<file path="config.mk">
export PLATFORM = sky130hd
export DESIGN_NAME = drv_segment_scan_flat
export DESIGN_NICKNAME = d
export VERILOG_FILES = /design/src/rtl/drv_segment_pkg.sv /design/src/rtl/drv_segment_scan_if.sv /design/src/rtl/drv_segment_dec.sv /design/src/rtl/drv_segment_scan.sv /design/src/flat_wrapper.sv
export SDC_FILE = /design/constraint.sdc
export NUM_CORES = 1
export LEC_CHECK = 0
export CAP_MARGIN = 25
export CELL_PAD_IN_SITES_DETAIL_PLACEMENT = 2
export CELL_PAD_IN_SITES_GLOBAL_PLACEMENT = 2
export CORE_ASPECT_RATIO = 0.75
export CORE_MARGIN = 2
export CORE_UTILIZATION = 40
export CTS_CLUSTER_DIAMETER = 50
export DETAILED_ROUTE_END_ITERATION = 10
export PLACE_DENSITY_LB_ADDON = 0.1
export SLEW_MARGIN = 20
export SYNTH_ARGS = -nofsm -noshare
export SYNTH_HDL_FRONTEND = slang
export SYNTH_SLANG_ARGS = --single-unit
</file>
<file path="constraint.sdc">
create_clock -name i_clk -period 3.6 [get_ports i_clk]
set_input_delay 0.9 -clock i_clk [delete_from_list [all_inputs] [get_ports i_clk]]
set_output_delay 0.9 -clock i_clk [all_outputs]
set_load 0.005 [all_outputs]
</file>
<file path="src/rtl/drv_segment_pkg.sv">
// Shared types and constants for the 7-segment display drivers.
//   t_bcd      : one BCD digit (codes 10..15 are passed through to the decoder)
//   t_sgmnt    : segment vector, bit 0 top, 1 upper-right, 2 lower-right,
//                3 bottom, 4 lower-left, 5 upper-left, 6 middle; active-high
//   SGMNT_OFF  : all segments dark
package drv_segment_pkg;

    typedef logic [3:0] t_bcd;
    typedef logic [6:0] t_sgmnt;

    localparam t_sgmnt SGMNT_OFF = 7'h00;

endpackage : drv_segment_pkg

</file>
<file path="src/rtl/drv_segment_scan_if.sv">
// Load port and display pins of the segment scan controller.
//   i_value     : BCD digits, index 0 least significant
//   i_valid     : i_value offered for loading
//   o_ready     : pending buffer empty, load accepted on i_valid & o_ready
//   i_lzb       : leading-zero blanking enable
//   o_drv_sgmnt : shared segment bus
//   o_drv_digit : one-hot digit enable
//   o_frame     : one-cycle frame boundary pulse
// master = application side, slave = controller side.
interface drv_segment_scan_if
    import drv_segment_pkg::*;
#(
    parameter int p_width = 4
) ();

    t_bcd               i_value [p_width];
    logic               i_valid;
    logic               o_ready;
    logic               i_lzb;
    t_sgmnt             o_drv_sgmnt;
    logic [p_width-1:0] o_drv_digit;
    logic               o_frame;

    modport master (
        output i_value,
        output i_valid,
        output i_lzb,
        input  o_ready,
        input  o_drv_sgmnt,
        input  o_drv_digit,
        input  o_frame
    );

    modport slave (
        input  i_value,
        input  i_valid,
        input  i_lzb,
        output o_ready,
        output o_drv_sgmnt,
        output o_drv_digit,
        output o_frame
    );

endinterface : drv_segment_scan_if

</file>
<file path="src/rtl/drv_segment_dec.sv">
// BCD to 7-segment decoder (purely combinational).
//   i_bcd   : digit code 0..15; 10..15 show hex glyphs A b C d E F
//   o_sgmnt : active-high segments, bit 0 top ... bit 6 middle
module drv_segment_dec
    import drv_segment_pkg::*;
(
    input  t_bcd   i_bcd,
    output t_sgmnt o_sgmnt
);

    // Glyph lookup
    always_comb begin
        o_sgmnt = SGMNT_OFF;
        case (i_bcd)
            4'd0:    o_sgmnt = 7'h3F;
            4'd1:    o_sgmnt = 7'h06;
            4'd2:    o_sgmnt = 7'h5B;
            4'd3:    o_sgmnt = 7'h4F;
            4'd4:    o_sgmnt = 7'h66;
            4'd5:    o_sgmnt = 7'h6D;
            4'd6:    o_sgmnt = 7'h7D;
            4'd7:    o_sgmnt = 7'h07;
            4'd8:    o_sgmnt = 7'h7F;
            4'd9:    o_sgmnt = 7'h6F;
            4'd10:   o_sgmnt = 7'h77;
            4'd11:   o_sgmnt = 7'h7C;
            4'd12:   o_sgmnt = 7'h39;
            4'd13:   o_sgmnt = 7'h5E;
            4'd14:   o_sgmnt = 7'h79;
            4'd15:   o_sgmnt = 7'h71;
            default: o_sgmnt = SGMNT_OFF;
        endcase
    end

endmodule : drv_segment_dec

</file>
<file path="src/rtl/drv_segment_scan.sv">
// Time-multiplexed scan controller for a p_width-digit common-bus 7-segment
// display. Each digit owns a slot of p_clk_div cycles; the first p_blank
// cycles of every slot keep all digits dark (dead time). New values enter a
// pending buffer through a valid/ready handshake and are copied to the
// display register only at the frame boundary, so a frame never mixes values.
//   i_clk   : system clock
//   i_rst_n : asynchronous active-low reset
//   bus     : load port and display pins (drv_segment_scan_if.slave)
// All outputs, including o_ready, come straight from flops.
module drv_segment_scan
    import drv_segment_pkg::*;
#(
    parameter int p_width   = 4,
    parameter int p_clk_div = 50000,
    parameter int p_blank   = 500
) (
    input  logic               i_clk,
    input  logic               i_rst_n,
    drv_segment_scan_if.slave  bus
);

    localparam int CNT_W = $clog2(p_clk_div);
    localparam int IDX_W = $clog2(p_width);

    localparam logic [CNT_W-1:0] CNT_LAST  = CNT_W'(p_clk_div - 1);
    localparam logic [CNT_W-1:0] BLANK_END = CNT_W'(p_blank);
    localparam logic [IDX_W-1:0] IDX_LAST  = IDX_W'(p_width - 1);

    typedef enum logic {
        BLANK = 1'b0,
        SHOW  = 1'b1
    } t_state;

    // Slot timing and scan state
    logic [CNT_W-1:0]   r_cnt;
    logic [IDX_W-1:0]   r_idx;
    t_state             r_state;

    // Display double buffer
    t_bcd               r_disp [p_width];
    t_bcd               r_pend [p_width];
    logic               r_pend_empty;
    logic               r_lzb;

    // Registered pins
    t_sgmnt             r_sgmnt;
    logic [p_width-1:0] r_digit;
    logic               r_frame;

    logic               w_slot_end;
    logic               w_boundary;
    logic               w_accept;
    logic [CNT_W-1:0]   w_cnt_nxt;
    t_bcd               w_cur_bcd;
    t_sgmnt             w_dec_sgmnt;
    logic [p_width-1:0] w_lead_zero;
    logic               w_zero_run;
    logic               w_blank;
    logic [p_width-1:0] w_onehot;

    assign w_slot_end = (r_cnt == CNT_LAST);
    assign w_boundary = w_slot_end && (r_idx == IDX_LAST);
    assign w_accept   = bus.i_valid && r_pend_empty;
    assign w_cnt_nxt  = w_slot_end ? {CNT_W{1'b0}} : (r_cnt + CNT_W'(1));
    assign w_cur_bcd  = r_disp[r_idx];
    assign w_onehot   = {{(p_width-1){1'b0}}, 1'b1} << r_idx;

    drv_segment_dec u_dec (
        .i_bcd   (w_cur_bcd),
        .o_sgmnt (w_dec_sgmnt)
    );

    // Leading-zero map: bit k set when every digit at or above k is zero
    always_comb begin
        w_zero_run  = 1'b1;
        w_lead_zero = {p_width{1'b0}};
        for (int k = p_width - 1; k >= 0; k--) begin
            w_zero_run     = w_zero_run & (r_disp[k] == 4'd0);
            w_lead_zero[k] = w_zero_run;
        end
    end

    // Digit 0 is never blanked, so an all-zero value still shows a single 0
    assign w_blank = r_lzb && (r_idx != {IDX_W{1'b0}}) && w_lead_zero[r_idx];

    // Scan FSM: slot counter, digit index, BLANK/SHOW state and the output pins.
    // r_state always describes the current r_cnt, so the pins lag it by one cycle.
    always_ff @(posedge i_clk or negedge i_rst_n) begin
        if (!i_rst_n) begin
            r_cnt   <= {CNT_W{1'b0}};
            r_idx   <= {IDX_W{1'b0}};
            r_state <= BLANK;
            r_sgmnt <= SGMNT_OFF;
            r_digit <= {p_width{1'b0}};
            r_frame <= 1'b0;
        end else begin
            r_cnt   <= w_cnt_nxt;
            r_state <= (w_cnt_nxt < BLANK_END) ? BLANK : SHOW;
            if (w_slot_end) begin
                r_idx <= (r_idx == IDX_LAST) ? {IDX_W{1'b0}} : (r_idx + IDX_W'(1));
            end
            r_frame <= w_boundary;
            case (r_state)
                BLANK: begin
                    r_digit <= {p_width{1'b0}};
                    r_sgmnt <= SGMNT_OFF;
                end
                SHOW: begin
                    r_digit <= w_onehot;
                    r_sgmnt <= w_blank ? SGMNT_OFF : w_dec_sgmnt;
                end
                default: begin
                    r_digit <= {p_width{1'b0}};
                    r_sgmnt <= SGMNT_OFF;
                end
            endcase
        end
    end

    // Double buffer: capture on handshake, promote to display at frame boundary.
    // Accept needs an empty buffer and promotion a full one, so they never coincide.
    always_ff @(posedge i_clk or negedge i_rst_n) begin
        if (!i_rst_n) begin
            r_pend_empty <= 1'b1;
            for (int k = 0; k < p_width; k++) begin
                r_disp[k] <= 4'd0;
                r_pend[k] <= 4'd0;
            end
        end else if (w_accept) begin
            r_pend_empty <= 1'b0;
            for (int k = 0; k < p_width; k++) begin
                r_pend[k] <= bus.i_value[k];
            end
        end else if (w_boundary && !r_pend_empty) begin
            r_pend_empty <= 1'b1;
            for (int k = 0; k < p_width; k++) begin
                r_disp[k] <= r_pend[k];
            end
        end
    end

    // Blanking enable is latched at slot end so a digit is never half-blanked
    always_ff @(posedge i_clk or negedge i_rst_n) begin
        if (!i_rst_n) begin
            r_lzb <= 1'b0;
        end else if (w_slot_end) begin
            r_lzb <= bus.i_lzb;
        end
    end

    assign bus.o_ready     = r_pend_empty;
    assign bus.o_drv_sgmnt = r_sgmnt;
    assign bus.o_drv_digit = r_digit;
    assign bus.o_frame     = r_frame;

endmodule : drv_segment_scan

</file>
<file path="src/flat_wrapper.sv">
// flat-port wrapper written by rule: the top's interface ports become plain ports
module drv_segment_scan_flat import drv_segment_pkg::*;
#(
    parameter int p_width   = 4,
    parameter int p_clk_div = 50000,
    parameter int p_blank   = 500
)
  (i_clk, i_rst_n, bus_i_value, bus_i_valid, bus_i_lzb, bus_o_ready, bus_o_drv_sgmnt, bus_o_drv_digit, bus_o_frame);
  drv_segment_scan_if #(.p_width(p_width)) bus_i ();
  input  logic i_clk;
  input  logic i_rst_n;
  input wire logic [$bits(bus_i.i_value)-1:0] bus_i_value;
  input wire logic [$bits(bus_i.i_valid)-1:0] bus_i_valid;
  input wire logic [$bits(bus_i.i_lzb)-1:0] bus_i_lzb;
  output wire logic [$bits(bus_i.o_ready)-1:0] bus_o_ready;
  output wire logic [$bits(bus_i.o_drv_sgmnt)-1:0] bus_o_drv_sgmnt;
  output wire logic [$bits(bus_i.o_drv_digit)-1:0] bus_o_drv_digit;
  output wire logic [$bits(bus_i.o_frame)-1:0] bus_o_frame;
  assign bus_i.i_value = {>>{bus_i_value}};
  assign bus_i.i_valid = bus_i_valid;
  assign bus_i.i_lzb = bus_i_lzb;
  assign bus_o_ready = bus_i.o_ready;
  assign bus_o_drv_sgmnt = bus_i.o_drv_sgmnt;
  assign bus_o_drv_digit = bus_i.o_drv_digit;
  assign bus_o_frame = bus_i.o_frame;
  drv_segment_scan #(.p_width(p_width), .p_clk_div(p_clk_div), .p_blank(p_blank)) u_core (.i_clk(i_clk), .i_rst_n(i_rst_n), .bus(bus_i));
endmodule
</file>
After elaboration in Yosys (flattened, before gate mapping):

Memory sizes are Yosys's and may differ from the RTL's.
Index checks and enable logic that the tools add are counted.
W data, S select, Z words.

* register bits: 65
* ROM bits: 112
* bits of input ports: 20
* output and inout bits: 13
* logic and storage cells: 57
* memories kept: 1

* $add $sub $neg: 2
* $lt $le $gt $ge: 3
* eq/ne operators: 2
* shifts and indexed selects: 1
* multiplexer cells: 13
* bitwise gates (word level): 6
* reductions and logical operators: 13

Memories
* (no name shown): depth 16, bits a word 7, read ports 1, clocked after Yosys merged registers in 0, write ports 0, line drv_segment_dec.sv:14 `case (i_bcd)`

Operator list (number)
* $add A16 B1 Y16 const B: 1
* $eq A16 B16 Y1 const B: 1
* $logic_not A4 Y1: 4
* $lt A16 B9 Y1 const B: 1
* $mux W16: 1
* $pmux W7 S2: 1
* $bmux W4 S2: 1
* $mux W4: 2
* $pmux W4 S2: 1
* $mux W7: 1
* $logic_and A1 B1 Y1: 5
* $mux W1: 4
* $reduce_bool A2 Y1: 2
* $shl A1 B2 Y4 const A: 1
* $and A1 B1 Y1: 3
* $ge A3 B3 Y1 const B: 1
* $lt A2 B3 Y1 const B: 1
* $not A2 Y3: 1
* $add A2 B1 Y2 const B: 1
* $bmux W1 S2: 1
* $eq A2 B2 Y1 const B: 1
* $mux W2: 1
* $not A1 Y1: 2
* $reduce_and A2 Y1: 1
* $logic_not A1 Y1: 1

Longest topological paths before layout:

Gate-level depths: netlist (run 1).

* depth after elaboration: 9
* depth in mapped cells: 8
* depth with buffers taken out: 6

Cells and area by module:

From an unflattened synthesis (run 1), not the netlist that was laid out.

* cells, all modules: 253
* area, all modules: 3163.0 um^2

Modules (own cells, without submodules)
* drv_segment_scan: times used 1, cells an instance 220, area each 2872.8 um^2, seq. area each 1627.8 um^2
* drv_segment_dec: times used 1, cells an instance 33, area each 290.3 um^2, seq. area each 0.0 um^2

Worst setup path after synthesis (run 1):

Ideal clock, no wire load.

* kind: reg2reg
* start: reg u_core.r_idx[0]
* end: reg u_core.r_sgmnt[3] (netlist: u_core.bus.o_drv_sgmnt[3])
* library setup time: 0.073 ns
* data arrival time: 1.855 ns
* required time: 3.527 ns
* path slack: 1.672 ns
* stages on the path, launching flop included: 8
* path buffers: 1
* period minus slack after synthesis: 1.928 ns
* path through: dfrtp_1 -> buf_6 -> mux4_2 -> inv_1 -> ha_1 -> inv_1 -> mux4_2 -> nor2_1

* cells in the longest elaborated chain, start to end: 7
* elaborated cells on any way between the ends: 12
* those cells by class: mux (7); bitwise (1); reduce/logical (3); memory (1)

Ends and longest elaborated chain
* start, declared: line drv_segment_scan.sv:36 `logic [IDX_W-1:0] r_idx;`
* start signal, assigned: line drv_segment_scan.sv:91 `r_idx <= {IDX_W{1'b0}};`
* start signal, assigned: line drv_segment_scan.sv:100 `r_idx <= (r_idx == IDX_LAST) ? {IDX_W{1'b0}} : (r_idx + IDX_W'(1));`
* $not A2 Y3 (implied by the code): line drv_segment_scan.sv:65 `assign w_cur_bcd = r_disp[r_idx];`
* $bmux W4 S2: line drv_segment_scan.sv:65
* $mux W4 (implied by the code) (2 in a row): line drv_segment_scan.sv:65
* $mem_v2 Z16 W7
* $mux W7 *: line drv_segment_scan.sv:110 `r_sgmnt <= w_blank ? SGMNT_OFF : w_dec_sgmnt;`
* $pmux W7 S2 *: line drv_segment_scan.sv:103 `case (r_state)`
* end signal, assigned: line drv_segment_scan.sv:110
* end, declared: line drv_segment_scan.sv:46 `t_sgmnt r_sgmnt;`

Mark *: on every way between the ends. The rest lies on a longest branch, timed or not. The select of a mux whose other input is x is not followed.
A chain may end at the register's enable or synchronous reset.

Worst setup path after layout (run 1):

* start: reg u_core.r_idx[0]
* end: reg u_core.r_sgmnt[1] (netlist: u_core.bus.o_drv_sgmnt[1])

The elaborated chain is that of the path after synthesis.

==> out/metrics.yaml, run 1 <==
clock_tree:
  cts_htree_levels: 3
  postCtsSetupBuffers: 0
  cts-resized-gates: 0
  insertion_delay_ps: 350
  cts_hold_buffers: 0
  cts_max_path_buffers: 2
  clock_tree.root_cell: "clkbuf_8"
  cts_tree: "yes"
  clk_pin_slew_worst_paths_ps: 70
  cts_buffers: 9
  clkSinkCount: 65
global_routing:
  grt_overflow: 0
  grt_use_total_pct: 20.59
  grt_pass1_wl_mm: 12.92
  grt_max_degree: 66
  grt_pass1_vias: 2315
  antenna_found_initial: 0
power:
  swShare_pct: 19.96
  leakagePower_nw: 1.701
  switchingPower_mw: 0.3245
  powerDensity_nw_per_um2: 430.9
  p_clk_share_pct: 49.5
  irDropWorstVdd_mv: 0.2321
  seqPwrFrac_pct: 47.0
  pwr-share-comb_pct: 3.5
  p_int_mw: 1.301
critical_path:
  critical_path_class: "flop to flop"
  critPathLaunchType: "flop"
  crit_arrival_ps: 2620
  required_ps: 3790
  end_kind: "flop"
  cp_max_fo: 9
floorplan:
  rows: 27
  start_util_pct: 41.91
  die_area_um2: 8554
  die_x_um: 106.1
  coreArea_um2: 7466
  io_pins: 33
  die_h_um: 80.60
synthesis:
  muxShareOfSynthArea_pct: 17.95
  synth_top_family_by_area: "multiplexers"
  syn_inst: 241
  synth_seq_cells: 65
  synthSimpleGateAreaFrac_pct: 13.59
  synthesis.nets: 271
  synth_cell_types: 49
  synth-xor-area-share_pct: 3.918
  yosysSeqAreaShare_pct: 52.02
  async_reset_ff_share_pct: 100.0
  ys_warn_count: 0
  synth_ff_type: "dfrtp_1"
  synthTopCellsByArea: "dfrtp_1 (51%), mux2_2 (8.3%), mux2_4 (4.8%)"
  synth_area_um2: 3129
  yosys.area.top_type: "dfrtp_1"
  netlist.area_leader.share_pct: 51.18
  syn_avg_cell_area_um2: 12.98
  synth_compound_area_share_pct: 4.998
  synth_edf_count: 0
  synthAdderAreaFrac_pct: 3.998
placement:
  hpwl_mm: 5.225
  dpl-instance-area_um2: 3510
  gp_congestion: 0.7569
  port_buffers: 32
layout:
  antenna_cells: 0
  syn_to_final_growth_pct: 20.55
  drive_gt1_share_pct: 23.76
  fill_cells: 728
  layout_common_cells: "dfrtp_1 (64), clkdlybuf4s50_1 (31), mux2_2 (23)"
  design_area_um2: 3772
  num-nets-final: 307
  layout_commonest_cell: "dfrtp_1"
route:
  routed_wl_mm: 7.784
  drt_iter0_markers: 89
  drc_errors: 0
  wl_per_cell_um: 20.32
  vias: 2065
  drt_first_pass_iters: 4
  ant_nets: 0
  via_per_inst: 5.392
timing:
  min_period_ps: 2432
  fmax_ghz: 0.4111
  slew_viol_final: 0
  finalClockSkew_ps: 5.676
  final.period_utilization_pct: 67.57
  slew_headroom_pct: 39.65
  tightest_slew_ps: 897.6
  hold_viol: 0
  setup_viol: 0
  setup_tns_ps: 0
  rsz0062_at_grt: "false"
hold_path:
  hold_class: "flop to flop"
run_status:
  outcome: "completed"
run:
  cap_violations: 0
final timing paths:
kind                       cells past startpoint  slack (ps)        startpoint                        end
setup / recovery                               6        1170   u_core.r_idx[0]  u_core.bus.o_drv_sgmnt[1]
hold / removal                                 1         510  u_core.r_pend[8]           u_core.r_disp[8]
setup reg to reg                               6        1170   u_core.r_idx[0]  u_core.bus.o_drv_sgmnt[1]
hold reg to reg                                1         510  u_core.r_pend[8]           u_core.r_disp[8]
max in group asynchronous                      2        2310           i_rst_n           u_core.r_pend[5]
min in group asynchronous                      2         730           i_rst_n            u_core.r_cnt[4]
cells by family (layout without fill, tap and decap cells):
| group | count (synthesis) | after routing |
|---|---|---|
| AND/OR/NAND/NOR | 69 | 69 |
| flip-flops | 65 | 65 |
| multiplexers | 42 | 42 |
| AO/OA/AOI/OAI | 23 | 23 |
| buffers and inverters | 18 | 59 |
| XOR/XNOR | 14 | 14 |
| adder cells (fa/ha/maj) | 10 | 10 |
through the flow:
| stage | hold slack (ps) | power [mW] | setup WS, ps | cells | utilization (%) |
|---|---|---|---|---|---|
| after global routing | 527.7 | 1.683 | 932.4 | 383 | 50.53 |
| after CTS | 514.1 | 1.652 | 1093 | 383 | 50.53 |
| final | 509.0 | 1.626 | 1168 | 383 | 50.53 |
| after detailed placement | 501.2 | 0.8362 | 1123 | 367 | 47.01 |
| after floorplan | 470.8 | 0.7901 | 1672 | 241 | - |
| after global placement | 488.2 | 0.8314 | 1237 | 367 | 47.01 |
state kept, by name, summed over array words and instances (netlist names):
name / count
u_core.r_state: 1
u_core.bus.o_frame: 1
u_core.bus.o_ready: 1
u_core.r_lzb: 1
u_core.r_disp: 16
u_core.bus.o_drv_digit: 4
u_core.r_pend: 16
u_core.bus.o_drv_sgmnt: 7
u_core.r_idx: 2
u_core.r_cnt: 16
power groups by stage:
stage / Combinational, mW / Sequential, mW / Clock, mW
6_report: 0.0566 / 0.765 / 0.804
5_1_grt: 0.0630 / 0.767 / 0.853
4_1_cts: 0.0586 / 0.765 / 0.829
3_5_place_dp: 0.0578 / 0.778 / 0
3_3_place_gp: 0.0550 / 0.776 / 0
2_1_floorplan: 0.0185 / 0.772 / 0
final cells by class:
class / instances / area (um2) / share of cell area [%]
sequential: 65 / 1628 / 43.15
multi-input combinational: 158 / 1391 / 36.88
timing repair buffer: 34 / 330.3 / 8.756
clock buffer: 12 / 165.2 / 4.378
tap: 101 / 126.4 / 3.350
clock inverter: 4 / 97.59 / 2.587
inverter: 9 / 33.78 / 0.8955
per-layer routing:
metal / GRT usage, % / part of all wire (%)
met1: 27.54 / 48
met2: 32.88 / 46
met3: 4.870 / 3.7
met4: 7.368 / 1.7
met5: 0 / 0
worst max-delay path: stages, from the launching register on:
cell,delay (ps)
dfrtp_1,610
inv_1,150
ha_1,250
nor4_1,270
nand3b_1,120
o31ai_1,740
nor3_1,140
cells in the mapped netlist, types with 2 or more instances:
library cell	n
dfrtp_1	64
mux2_2	23
nor2_1	16
ha_1	10
mux2_4	10
inv_1	9
nand2_1	9
xor2_1	8
nor3_1	6
nor4_1	6
o21ai_0	6
xnor2_1	6
and2_1	5
mux4_2	5
nand3_1	5
a21oi_1	4
mux2i_1	4
a221oi_1	3
buf_2	3
buf_6	3
a311o_1	2
a31oi_1	2
and3_1	2
clkbuf_1	2
nand2b_1	2
nand3b_1	2
nand4_1	2
Note: power is estimated with default switching activity, not from simulation.
==> run 2: changes to the inputs <==
--- a/config.mk
+++ b/config.mk
@@ -10,7 +10,7 @@
 export CELL_PAD_IN_SITES_GLOBAL_PLACEMENT = 2
 export CORE_ASPECT_RATIO = 0.75
 export CORE_MARGIN = 2
-export CORE_UTILIZATION = 40
+export CORE_UTILIZATION = 39
 export CTS_CLUSTER_DIAMETER = 50
 export DETAILED_ROUTE_END_ITERATION = 10
 export PLACE_DENSITY_LB_ADDON = 0.1
==> constraint.sdc (replaced) <==
create_clock -name i_clk -period 2.3 [get_ports i_clk]
set_input_delay 0.575 -clock i_clk [delete_from_list [all_inputs] [get_ports i_clk]]
set_output_delay 0.575 -clock i_clk [all_outputs]
set_load 0.005 [all_outputs]
==> out/metrics.yaml, run 2 (synthesized netlist as in run 1, its figures left out) <==
run_status:
  outcome: "completed"
power:
  leakagePower_nw: 1.712
  switchingPower_mw: 0.5006
  p_int_mw: 1.790
  p_clk_share_pct: 44.0
  irDropWorstVdd_mv: 0.3839
  swShare_pct: 21.86
  pwr-share-comb_pct: 3.9
  powerDensity_nw_per_um2: 604.8
  seqPwrFrac_pct: 52.1
layout:
  num-nets-final: 314
  antenna_cells: 0
  layout_commonest_cell: "dfrtp_1"
  layout_common_cells: "dfrtp_1 (63), clkdlybuf4s50_1 (31), mux2_2 (23)"
  design_area_um2: 3787
  fill_cells: 810
  regArea_um2: 1629
  drive_gt1_share_pct: 25.61
  syn_to_final_growth_pct: 21.03
  multi_input_area_um2: 1391
  reg_top3: "u_core.r_cnt x16, u_core.r_disp x16, u_core.r_pend x16"
floorplan:
  rows: 28
  io_pins: 33
  die_h_um: 81.58
  die_area_um2: 8764
  coreArea_um2: 7848
  start_util_pct: 39.88
  die_x_um: 107.4
route:
  drc_errors: 0
  via_per_inst: 5.117
  drt_iter0_markers: 59
  routed_wl_mm: 7.013
  vias: 2016
  ant_nets: 0
  drt_first_pass_iters: 4
  wl_per_cell_um: 17.80
timing:
  rsz0062_at_grt: "false"
  setup_viol: 0
  setup_tns_ps: 0
  fmax_ghz: 0.4756
  finalWorstSetupSlack_ps: 197.5
  tightest_slew_ps: 432.3
  slew_viol_final: 0
  final.period_utilization_pct: 91.41
  finalClockSkew_ps: 13.51
  min_period_ps: 2102
  hold_viol: 0
  slew_headroom_pct: 70.91
clock_tree:
  clk_pin_slew_worst_paths_ps: 80
  cts_htree_levels: 3
  clkSinkCount: 65
  clock_tree.root_cell: "clkbuf_8"
  cts_max_path_buffers: 2
  cts_tree: "yes"
  cts_buffers: 9
  insertion_delay_ps: 360
critical_path:
  cp_num_buf_inv: 1
  crit_family: "flip-flops"
  crit_chain: "clkdlybuf4s50_1"
  critPathLaunchType: "flop"
  rr_worst_depth: 6
  end_kind: "output pin"
  regToRegSetupSlack_ps: 220
  critical_path_class: "flop to output pin"
  crit_arrival_ps: 1530
  required_ps: 1730
  cpMaxStageDelayCell: "dfstp_2"
  r2r_end: "u_core.r_disp[14]"
  r2r_start: "u_core.r_cnt[0]"
  slowest_delay_ps: 640
  cp_max_fo: 4
  critPathLaunch: "u_core.bus.o_ready"
global_routing:
  antenna_found_initial: 0
  grt_pass1_wl_mm: 11.67
  grt_max_degree: 66
  grt_use_total_pct: 17.96
  grt_overflow: 0
  grt_pass1_vias: 2119
hold_path:
  hold_class: "primary input to asynchronous set/reset pin"
placement:
  port_buffers: 32
  dpl-instance-area_um2: 3580
  hpwl_mm: 5.084
  gp_congestion: 0.7879
  dpl_worst_slack_ps: 172.6
run:
  cap_violations: 0
[run 2: changes by cell type in the layout (fill, tap and decap cells not counted), sizes merged]
cell | previous run | this run
clkinv | 0 | 2
buf | 3 | 10
bufinv | 3 | 1
[run 2: per-layer routing]
metal / routed length, um / vias up / part of all wire [%] / GRT usage, %
met5: 0 / - / 0 / 0
li1: - / 954 / - / -
met2: 2904 / 35 / 41 / 25.13
met3: 251 / 7 / 3.6 / 5.635
met1: 3783 / 1020 / 54 / 26.58
met4: 73 / 0 / 1.0 / 5.385
[run 2: how the worst max path moves through the flow]
| stage | endpoint | slack (ps) | cells after the start |
|---|---|---|---|
| 3_5_place_dp | u_core.bus.o_drv_sgmnt[3] | 170 | 6 |
| 2_1_floorplan | u_core.bus.o_drv_sgmnt[3] | 370 | 7 |
| 6_report | bus_o_ready | 200 | 1 |
| 5_1_grt | u_core.r_state | 100 | 6 |
| 3_3_place_gp | u_core.bus.o_drv_sgmnt[3] | 210 | 6 |
| 4_1_cts | u_core.bus.o_drv_sgmnt[3] | 120 | 6 |
[run 2: area by class of cell]
type,count,area share (%)
clock buffer,12,4.096
clock inverter,4,1.354
inverter,9,0.8920
multi-input combinational,158,36.74
sequential,65,43.01
tap,105,3.469
timing repair buffer,41,10.44
[run 2: power groups by stage]
stage	Combinational, mW	Clock (mW)	Sequential, mW
after floorplan	0.0290	0	1.21
after global placement	0.0900	0	1.22
after detailed placement	0.0928	0	1.22
after CTS	0.0924	1.04	1.19
after global routing	0.0991	1.09	1.20
final	0.0893	1.01	1.19
[run 2: what timing repair did]
| item | CTS | global route |
|---|---|---|
| setup endpoints to repair | 0 | 1 |
| gates resized for setup | 0 | 1 |
| hold buffers | 0 | 0 |
| buffers inserted | 0 | 0 |
[run 2: through the flow]
| stage | utilization [%] | hold slack (ps) | power (mW) | instances |
|---|---|---|---|---|
| 2_1_floorplan | - | 279.4 | 1.237 | 241 |
| 3_3_place_gp | 45.62 | 486.7 | 1.305 | 378 |
| 3_5_place_dp | 45.62 | 497.0 | 1.309 | 378 |
| 4_1_cts | 48.25 | 242.5 | 2.323 | 394 |
| 5_1_grt | 48.26 | 235.1 | 2.390 | 394 |
| 6_report | 48.26 | 225.6 | 2.290 | 394 |
